### src/rtl/bist_pkg.sv
// March C- sequencing tables shared by the BIST controller and its bench-facing types.
// Pure combinational lookups, no state.
package bist_pkg;

   typedef enum logic [2:0] {
      ST_IDLE,
      ST_RD,
      ST_CMP,
      ST_WR,
      ST_DONE
   } state_e;

   localparam logic [2:0] E0 = 3'd0;
   localparam logic [2:0] E1 = 3'd1;
   localparam logic [2:0] E2 = 3'd2;
   localparam logic [2:0] E3 = 3'd3;
   localparam logic [2:0] E4 = 3'd4;
   localparam logic [2:0] E5 = 3'd5;

   // E3/E4 walk the array downwards, everything else ascends
   function automatic logic elem_up(input logic [2:0] e);
      return !((e == E3) || (e == E4));
   endfunction

   function automatic logic elem_rd_val(input logic [2:0] e);
      return (e == E2) || (e == E4);
   endfunction

   function automatic logic elem_wr_val(input logic [2:0] e);
      return (e == E1) || (e == E3);
   endfunction

   function automatic logic elem_has_rd(input logic [2:0] e);
      return e != E0;
   endfunction

   function automatic logic elem_has_wr(input logic [2:0] e);
      return e != E5;
   endfunction

endpackage

### src/rtl/bist_march_ctrl_if.sv
// Start/status and memory-side signals of the March C- BIST controller.
// master = controller side, slave = environment (memory + BIST top) side.
interface bist_march_ctrl_if #(
   parameter int ADDR_W = 4,
   parameter int DATA_W = 8
);
   logic              start;
   logic [DATA_W-1:0] mem_rdata;
   logic [ADDR_W-1:0] mem_addr;
   logic              mem_re;
   logic              mem_we;
   logic [DATA_W-1:0] mem_wdata;
   logic              busy;
   logic              done;
   logic              fail;
   logic [ADDR_W-1:0] fail_addr;
   logic [2:0]        fail_elem;

   modport master (
      input  start, mem_rdata,
      output mem_addr, mem_re, mem_we, mem_wdata, busy, done, fail, fail_addr, fail_elem
   );

   modport slave (
      output start, mem_rdata,
      input  mem_addr, mem_re, mem_we, mem_wdata, busy, done, fail, fail_addr, fail_elem
   );
endinterface

### src/rtl/bist_addr_counter.sv
// Up/down address counter with synchronous clear/preset; carry flags the terminal count.
// One-cycle update latency, carry is combinational from the current count and direction.
module bist_addr_counter #(
   parameter int ADDR_W = 4
) (
   input  logic              clk,
   input  logic              rst,
   input  logic              reset,
   input  logic              preset,
   input  logic              en,
   input  logic              up_down,
   output logic [ADDR_W-1:0] count,
   output logic              carry
);
   localparam logic [ADDR_W-1:0] ONE = ADDR_W'(1);

   logic [ADDR_W-1:0] count_q, count_d;

   always_comb begin
      count_d = count_q;
      if (reset) begin
         count_d = '0;
      end else if (preset) begin
         count_d = '1;
      end else if (en) begin
         count_d = up_down ? (count_q + ONE) : (count_q - ONE);
      end
   end

   always_ff @(posedge clk) begin
      if (rst) begin
         count_q <= '0;
      end else begin
         count_q <= count_d;
      end
   end

   assign count = count_q;
   assign carry = up_down ? (count_q == '1) : (count_q == '0);

endmodule

### src/rtl/bist_march_ctrl.sv
// March C- BIST sequencer: walks six elements over a single-port RAM, sticky done/fail, first-fail diagnostics.
// Memory read data is compared one cycle after the read strobe; a fault-free run is busy for 15*N cycles.
module bist_march_ctrl
   import bist_pkg::*;
#(
   parameter int ADDR_W       = 4,
   parameter int DATA_W       = 8,
   parameter bit STOP_ON_FAIL = 1'b1
) (
   input logic              clk,
   input logic              rst,
   bist_march_ctrl_if.master bus
);
   state_e            state_q, state_d;
   logic [2:0]        elem_q, elem_d;
   logic              fail_q, fail_d;
   logic [ADDR_W-1:0] fail_addr_q, fail_addr_d;
   logic [2:0]        fail_elem_q, fail_elem_d;

   logic              cnt_reset, cnt_preset, cnt_en;
   logic [ADDR_W-1:0] count;
   logic              carry;
   logic              mem_re, mem_we;
   logic [2:0]        elem_nxt;
   logic [DATA_W-1:0] rd_exp;
   logic              mismatch;

   bist_addr_counter #(.ADDR_W(ADDR_W)) u_cnt (
      .clk     (clk),
      .rst     (rst),
      .reset   (cnt_reset),
      .preset  (cnt_preset),
      .en      (cnt_en),
      .up_down (elem_up(elem_q)),
      .count   (count),
      .carry   (carry)
   );

   assign elem_nxt = elem_q + 3'd1;
   assign rd_exp   = elem_rd_val(elem_q) ? '1 : '0;
   assign mismatch = (bus.mem_rdata != rd_exp);

   always_comb begin
      state_d     = state_q;
      elem_d      = elem_q;
      fail_d      = fail_q;
      fail_addr_d = fail_addr_q;
      fail_elem_d = fail_elem_q;
      cnt_reset   = 1'b0;
      cnt_preset  = 1'b0;
      cnt_en      = 1'b0;
      mem_re      = 1'b0;
      mem_we      = 1'b0;
      case (state_q)
         ST_IDLE, ST_DONE: begin
            if (bus.start) begin
               state_d     = ST_WR;
               elem_d      = E0;
               fail_d      = 1'b0;
               fail_addr_d = '0;
               fail_elem_d = '0;
               cnt_reset   = 1'b1;
            end
         end
         ST_RD: begin
            mem_re  = 1'b1;
            state_d = ST_CMP;
         end
         ST_CMP: begin
            if (mismatch) begin
               fail_d = 1'b1;
               if (!fail_q) begin
                  fail_addr_d = count;
                  fail_elem_d = elem_q;
               end
            end
            // E5 has no write, so CMP is the last step of its address
            if (mismatch && STOP_ON_FAIL) begin
               state_d = ST_DONE;
            end else if (elem_has_wr(elem_q)) begin
               state_d = ST_WR;
            end else if (carry) begin
               state_d = ST_DONE;
            end else begin
               cnt_en  = 1'b1;
               state_d = ST_RD;
            end
         end
         ST_WR: begin
            mem_we = 1'b1;
            if (carry) begin
               elem_d     = elem_nxt;
               cnt_reset  = elem_up(elem_nxt);
               cnt_preset = !elem_up(elem_nxt);
               state_d    = elem_has_rd(elem_nxt) ? ST_RD : ST_WR;
            end else begin
               cnt_en  = 1'b1;
               state_d = elem_has_rd(elem_q) ? ST_RD : ST_WR;
            end
         end
         default: state_d = ST_IDLE;
      endcase
   end

   always_ff @(posedge clk) begin
      if (rst) begin
         state_q     <= ST_IDLE;
         elem_q      <= E0;
         fail_q      <= 1'b0;
         fail_addr_q <= '0;
         fail_elem_q <= '0;
      end else begin
         state_q     <= state_d;
         elem_q      <= elem_d;
         fail_q      <= fail_d;
         fail_addr_q <= fail_addr_d;
         fail_elem_q <= fail_elem_d;
      end
   end

   assign bus.mem_addr  = count;
   assign bus.mem_re    = mem_re;
   assign bus.mem_we    = mem_we;
   assign bus.mem_wdata = (mem_we && elem_wr_val(elem_q)) ? '1 : '0;
   assign bus.busy      = (state_q == ST_RD) || (state_q == ST_CMP) || (state_q == ST_WR);
   assign bus.done      = (state_q == ST_DONE);
   assign bus.fail      = fail_q;
   assign bus.fail_addr = fail_addr_q;
   assign bus.fail_elem = fail_elem_q;

endmodule

### src/flat_wrapper.sv
// flat-port wrapper written by rule: the top's interface ports become plain ports
module bist_march_ctrl_flat import bist_pkg::*;
#(
   parameter int ADDR_W       = 4,
   parameter int DATA_W       = 8,
   parameter bit STOP_ON_FAIL = 1'b1
)
  (clk, rst, bus_start, bus_mem_rdata, bus_mem_addr, bus_mem_re, bus_mem_we, bus_mem_wdata, bus_busy, bus_done, bus_fail, bus_fail_addr, bus_fail_elem);
  bist_march_ctrl_if #(.ADDR_W(ADDR_W), .DATA_W(DATA_W)) bus_i ();
  input logic clk;
  input logic rst;
  input wire logic [$bits(bus_i.start)-1:0] bus_start;
  input wire logic [$bits(bus_i.mem_rdata)-1:0] bus_mem_rdata;
  output wire logic [$bits(bus_i.mem_addr)-1:0] bus_mem_addr;
  output wire logic [$bits(bus_i.mem_re)-1:0] bus_mem_re;
  output wire logic [$bits(bus_i.mem_we)-1:0] bus_mem_we;
  output wire logic [$bits(bus_i.mem_wdata)-1:0] bus_mem_wdata;
  output wire logic [$bits(bus_i.busy)-1:0] bus_busy;
  output wire logic [$bits(bus_i.done)-1:0] bus_done;
  output wire logic [$bits(bus_i.fail)-1:0] bus_fail;
  output wire logic [$bits(bus_i.fail_addr)-1:0] bus_fail_addr;
  output wire logic [$bits(bus_i.fail_elem)-1:0] bus_fail_elem;
  assign bus_i.start = bus_start;
  assign bus_i.mem_rdata = bus_mem_rdata;
  assign bus_mem_addr = bus_i.mem_addr;
  assign bus_mem_re = bus_i.mem_re;
  assign bus_mem_we = bus_i.mem_we;
  assign bus_mem_wdata = bus_i.mem_wdata;
  assign bus_busy = bus_i.busy;
  assign bus_done = bus_i.done;
  assign bus_fail = bus_i.fail;
  assign bus_fail_addr = bus_i.fail_addr;
  assign bus_fail_elem = bus_i.fail_elem;
  bist_march_ctrl #(.ADDR_W(ADDR_W), .DATA_W(DATA_W), .STOP_ON_FAIL(STOP_ON_FAIL)) u_core (.clk(clk), .rst(rst), .bus(bus_i));
endmodule
### config.mk
export PLATFORM = sky130hd
export DESIGN_NAME = bist_march_ctrl_flat
export DESIGN_NICKNAME = d
export VERILOG_FILES = /design/src/rtl/bist_pkg.sv /design/src/rtl/bist_march_ctrl_if.sv /design/src/rtl/bist_addr_counter.sv /design/src/rtl/bist_march_ctrl.sv /design/src/flat_wrapper.sv
export SDC_FILE = /design/constraint.sdc
export NUM_CORES = 1
export LEC_CHECK = 0
export BUFFER_PORTS_ARGS = -buffer_cell sky130_fd_sc_hd__buf_4
export CAP_MARGIN = 20
export CORE_UTILIZATION = 36
export CTS_BUF_LIST = sky130_fd_sc_hd__clkbuf_4 sky130_fd_sc_hd__clkbuf_8
export DETAILED_ROUTE_END_ITERATION = 10
export GPL_TIMING_DRIVEN = 0
export PLACE_DENSITY = 0.55
export SLEW_MARGIN = 20
export SYNTH_ARGS = -nofsm -noshare
export SYNTH_HDL_FRONTEND = slang
export SYNTH_SLANG_ARGS = --single-unit
### constraint.sdc
create_clock -name clk -period 3.62 [get_ports clk]
set_input_delay 1.086 -clock clk [delete_from_list [all_inputs] [get_ports clk]]
set_output_delay 1.086 -clock clk [all_outputs]
set_load 0.1 [all_outputs]
==> impl_summary.txt <==
----------------------------------------------------
[Final layout]
  Antenna Diode Count ... 0
  Growth of design area from synthesis to finish ... 27.7%
  Net count of the finished layout ... 210
  Highest-count cells in the layout ignoring fill and taps ... sky130_fd_sc_hd__buf_4, sky130_fd_sc_hd__dfxtp_1, sky130_fd_sc_hd__nand2_1
  Most common library cell in the layout ignoring fill and taps ... sky130_fd_sc_hd__buf_4
  Number of fill cells in the layout ... ~370
  Fraction of layout instances using a drive strength above 1 ... 0.314
  Summed area of non-filler cells in the final layout ... ~0.0016 sq mm

[Place]
  Final Wtd Congestion ... approximately 0.77
  Quantity of I/O buffers inserted on ports ... 34
  HPWL after detailed placement ... roughly 2.3 mm
  Placed inst area ... between 0.0015 and 0.002 sq mm

[Route]
  Via count ... 1192
  Total routed wirelength ... 3.00 mm
  Pre-Repair DR Iteration Count ... 4
  Post-route ant nets ... 0
  DRC violations left ... 0
  Per-cell via count in the routed design ... 5.09
  Routed len/inst ... between 10 and 15 microns
  Starting DRC count in detailed routing ... 40

[Pwr]
  Proportion of power drawn by flip-flops and latches ... 0.429
  Worst ir drop on vdd ... between 0.15 and 0.2 mV
  Switching share of total power ... 0.382
  P_sw ... slightly below 0.0002 W
  Power share of the clock group ... 0.262
  Static leakage ... 0.691 nW
  Total power density per cell area ... around 310 mW/mm^2
  Post-route total power ... roughly 0.00050 W
  Pint ... just over 0.0003 W
  Relative contribution of combinational cells to total power ... 0.309

[Logic synthesis]
  Number of enable-type register cells in the synthesized netlist ... 0
  Library cell with the largest summed area after synthesis ... sky130_fd_sc_hd__dfxtp_1
  Proportion of synthesized flip-flops having asynchronous set or reset ... 0
  Synth Warn # ... 0
  Netlist Area Pre-Place ... 0.00127 sq mm
  Number of library cell types mapped by synthesis ... 43
  Most used flip-flop cell after synthesis ... sky130_fd_sc_hd__dfxtp_1
  Per-instance average area after synthesis ... 8.47 sq um
  Area share of the leading cell type in the synthesized netlist ... 0.284
  Sequential-to-total area share from yosys stat ... 0.284
  Net count after synthesis ... around 170
  Gate count after technology mapping ... 150
  Ranking of synthesized cells by area ... sky130_fd_sc_hd__dfxtp_1, sky130_fd_sc_hd__ha_1, sky130_fd_sc_hd__a21oi_1
  Yosys reg bits ... 18

[Clock tree]
  Number of clock buffers inserted by TritonCTS ... 3
  Clock-pin slew reported for the worst setup and hold paths after clock tree synthesis ... about 0.11 ns
  Post-CTS setup buffer count ... 0
  Clock sink count ... 18
  Clock Root Buffer ... sky130_fd_sc_hd__clkbuf_4
  CTS tree ... done
  Buffer depth of the longest clock path ... 2
  H-tree Lvls ... 1
  CTS Hold Buffers Added ... 0
  Skew-Pair Late Insertion Delay ... around 0.30 ns
  Cells resized by post-CTS repair ... 0

[Timing]
  Sum of negative setup slack ... 0 ns
  Final clock period utilization by the worst path ... 0.815
  Unrepaired setup endpoints after global routing ... no
  Pins over their slew limit ... 0
  Final hold vios ... 0
  Worst slew slack as a fraction of its limit ... 0.496
  Peak clock frequency supported by timing ... approximately 340 MHz
  Final setup skew ... just under 0.001 ns
  Final setup violating endpoints ... 0
  Minimum period implied by the final worst setup slack ... 2.95 ns
  Transition time at the pin with the least slew margin ... between 0.7 and 0.8 ns

[GRT]
  Global routing usage summed across all routing layers ... 0.177
  Antenna violations before repair ... 0
  Wire length of the first global-routing pass ... 4.93 mm
  Congestion Overflow GR ... 0
  Number of global-route vias before repair ... 1077
  Maximum number of pins on one net before global-route repair ... 11

[Floorplanning]
  Starting density of the core ... 0.378
  Chip Height ... 61.4 microns
  Placeable Area ... between 0.003 and 0.004 sq mm
  Width of the chip ... 61.4 microns
  # IOs ... 35
  Standard-cell row count ... 21
  Area of the die ... around 0.0038 sq mm

[Status]
  Outcome ... completed

[Worst setup path]
  Data arrival time at the worst-slack endpoint ... approximately 1.9 ns
  Start-to-end type of the worst setup path ... reg2out
  Crit path required time ... between 2 and 3 ns
  Endpoint class of the critical path ... primary output
  Highest fanout seen on the critical path ... 8
  Category of the worst setup path launch point ... flop

[Hold path]
  Type of the tightest min-delay check ... reg2reg

[Run]
  Max-capacitance violation count ... 0

----------------------------------------------------
-- stage by stage --
| step | utilization | setup slack [ns] | instances | hold WS (ns) |
|---|---|---|---|---|
| 3_3_place_gp | 0.471 | 0.800 | 230 | 0.473 |
| 4_1_cts | 0.482 | 0.633 | 234 | 0.501 |
| 2_1_floorplan | - | 0.0188 | 150 | 0.478 |
| 3_5_place_dp | 0.471 | 0.803 | 230 | 0.482 |
| 6_report | 0.482 | 0.670 | 234 | 0.499 |
| 5_1_grt | 0.482 | 0.488 | 234 | 0.520 |
-- cell families after synthesis --
kind of cell,Yosys count,share of synthesized area
compound gates,33,0.181
xor+xnor,1,0.00690
fa+ha+maj,10,0.104
buf+inv,17,0.0778
flops,18,0.284
mux,5,0.0512
simple gates,66,0.295
-- final cells by class --
type / instances / area (sq um) / share of cell area
repair buffers: 34 / 255 / 0.157
well taps: 46 / 57.6 / 0.0355
clock buffers: 4 / 36.3 / 0.0224
flip-flops and latches: 18 / 360 / 0.222
multi-input cells: 115 / 813 / 0.502
plain buffers: 12 / 80.1 / 0.0494
inverters: 5 / 18.8 / 0.0116
-- state kept, by name, indices dropped and copies added, names as in the netlist --
| name | flops |
|---|---|
| u_core.bus.fail | 1 |
| u_core.bus.fail_addr | 4 |
| u_core.u_cnt.count | 4 |
| u_core.state_q | 3 |
| u_core.elem_q | 3 |
| u_core.bus.fail_elem | 3 |
-- synthesized netlist by cell type (all sizes together) (3+ instances only) --
cell    count
nand2      15
dfxtp      18
and2        7
nor2       11
nand2b      4
buf        10
ha          9
o21a        3
a211oi      3
nor3        5
a21oi      13
inv         5
nand4       3
nand3       4
nand3b      8
or4         4
a311oi      4
mux2i       3
-- metal layers --
metal	up-vias	global-route usage	routed length, microns
li1	618	-	-
met1	537	0.244	1430
met2	35	0.281	1360
met3	2	0.0252	186
met4	0	0.0667	20
met5	-	0	0
-- power groups by stage --
stage	Combinational [W]	Clock, W	Sequential, W
5_1_grt	0.000166	0.000143	0.000218
3_5_place_dp	0.000157	0	0.000221
6_report	0.000156	0.000132	0.000216
4_1_cts	0.000157	0.000137	0.000216
3_3_place_gp	0.000155	0	0.000220
2_1_floorplan	0.0000997	0	0.000237
-- path summary, 6_finish.rpt --
check,startpoint,to,slack [ns],depth (start not counted)
max,u_core.elem_q[1]$_SDFFE_PP0P_,bus_mem_wdata[7],0.67,6
min,u_core.bus.fail_elem[0]$_SDFFE_PP0P_,u_core.bus.fail_elem[0]$_SDFFE_PP0P_,0.50,2
max reg2reg,u_core.elem_q[0]$_SDFFE_PP0P_,u_core.u_cnt.count[3]$_SDFFE_PP0P_,0.80,9
min reg2reg,u_core.bus.fail_elem[0]$_SDFFE_PP0P_,u_core.bus.fail_elem[0]$_SDFFE_PP0P_,0.50,2
-- critical path: stages (launching register included) --
cell                      delay, ns
sky130_fd_sc_hd__dfxtp_1       0.44
sky130_fd_sc_hd__ha_1          0.25
sky130_fd_sc_hd__ha_1          0.16
sky130_fd_sc_hd__a21oi_1       0.04
sky130_fd_sc_hd__nor2_2        0.23
sky130_fd_sc_hd__buf_4         0.16
sky130_fd_sc_hd__buf_4         0.27
No activity file was read; power rests on OpenSTA's default activity.
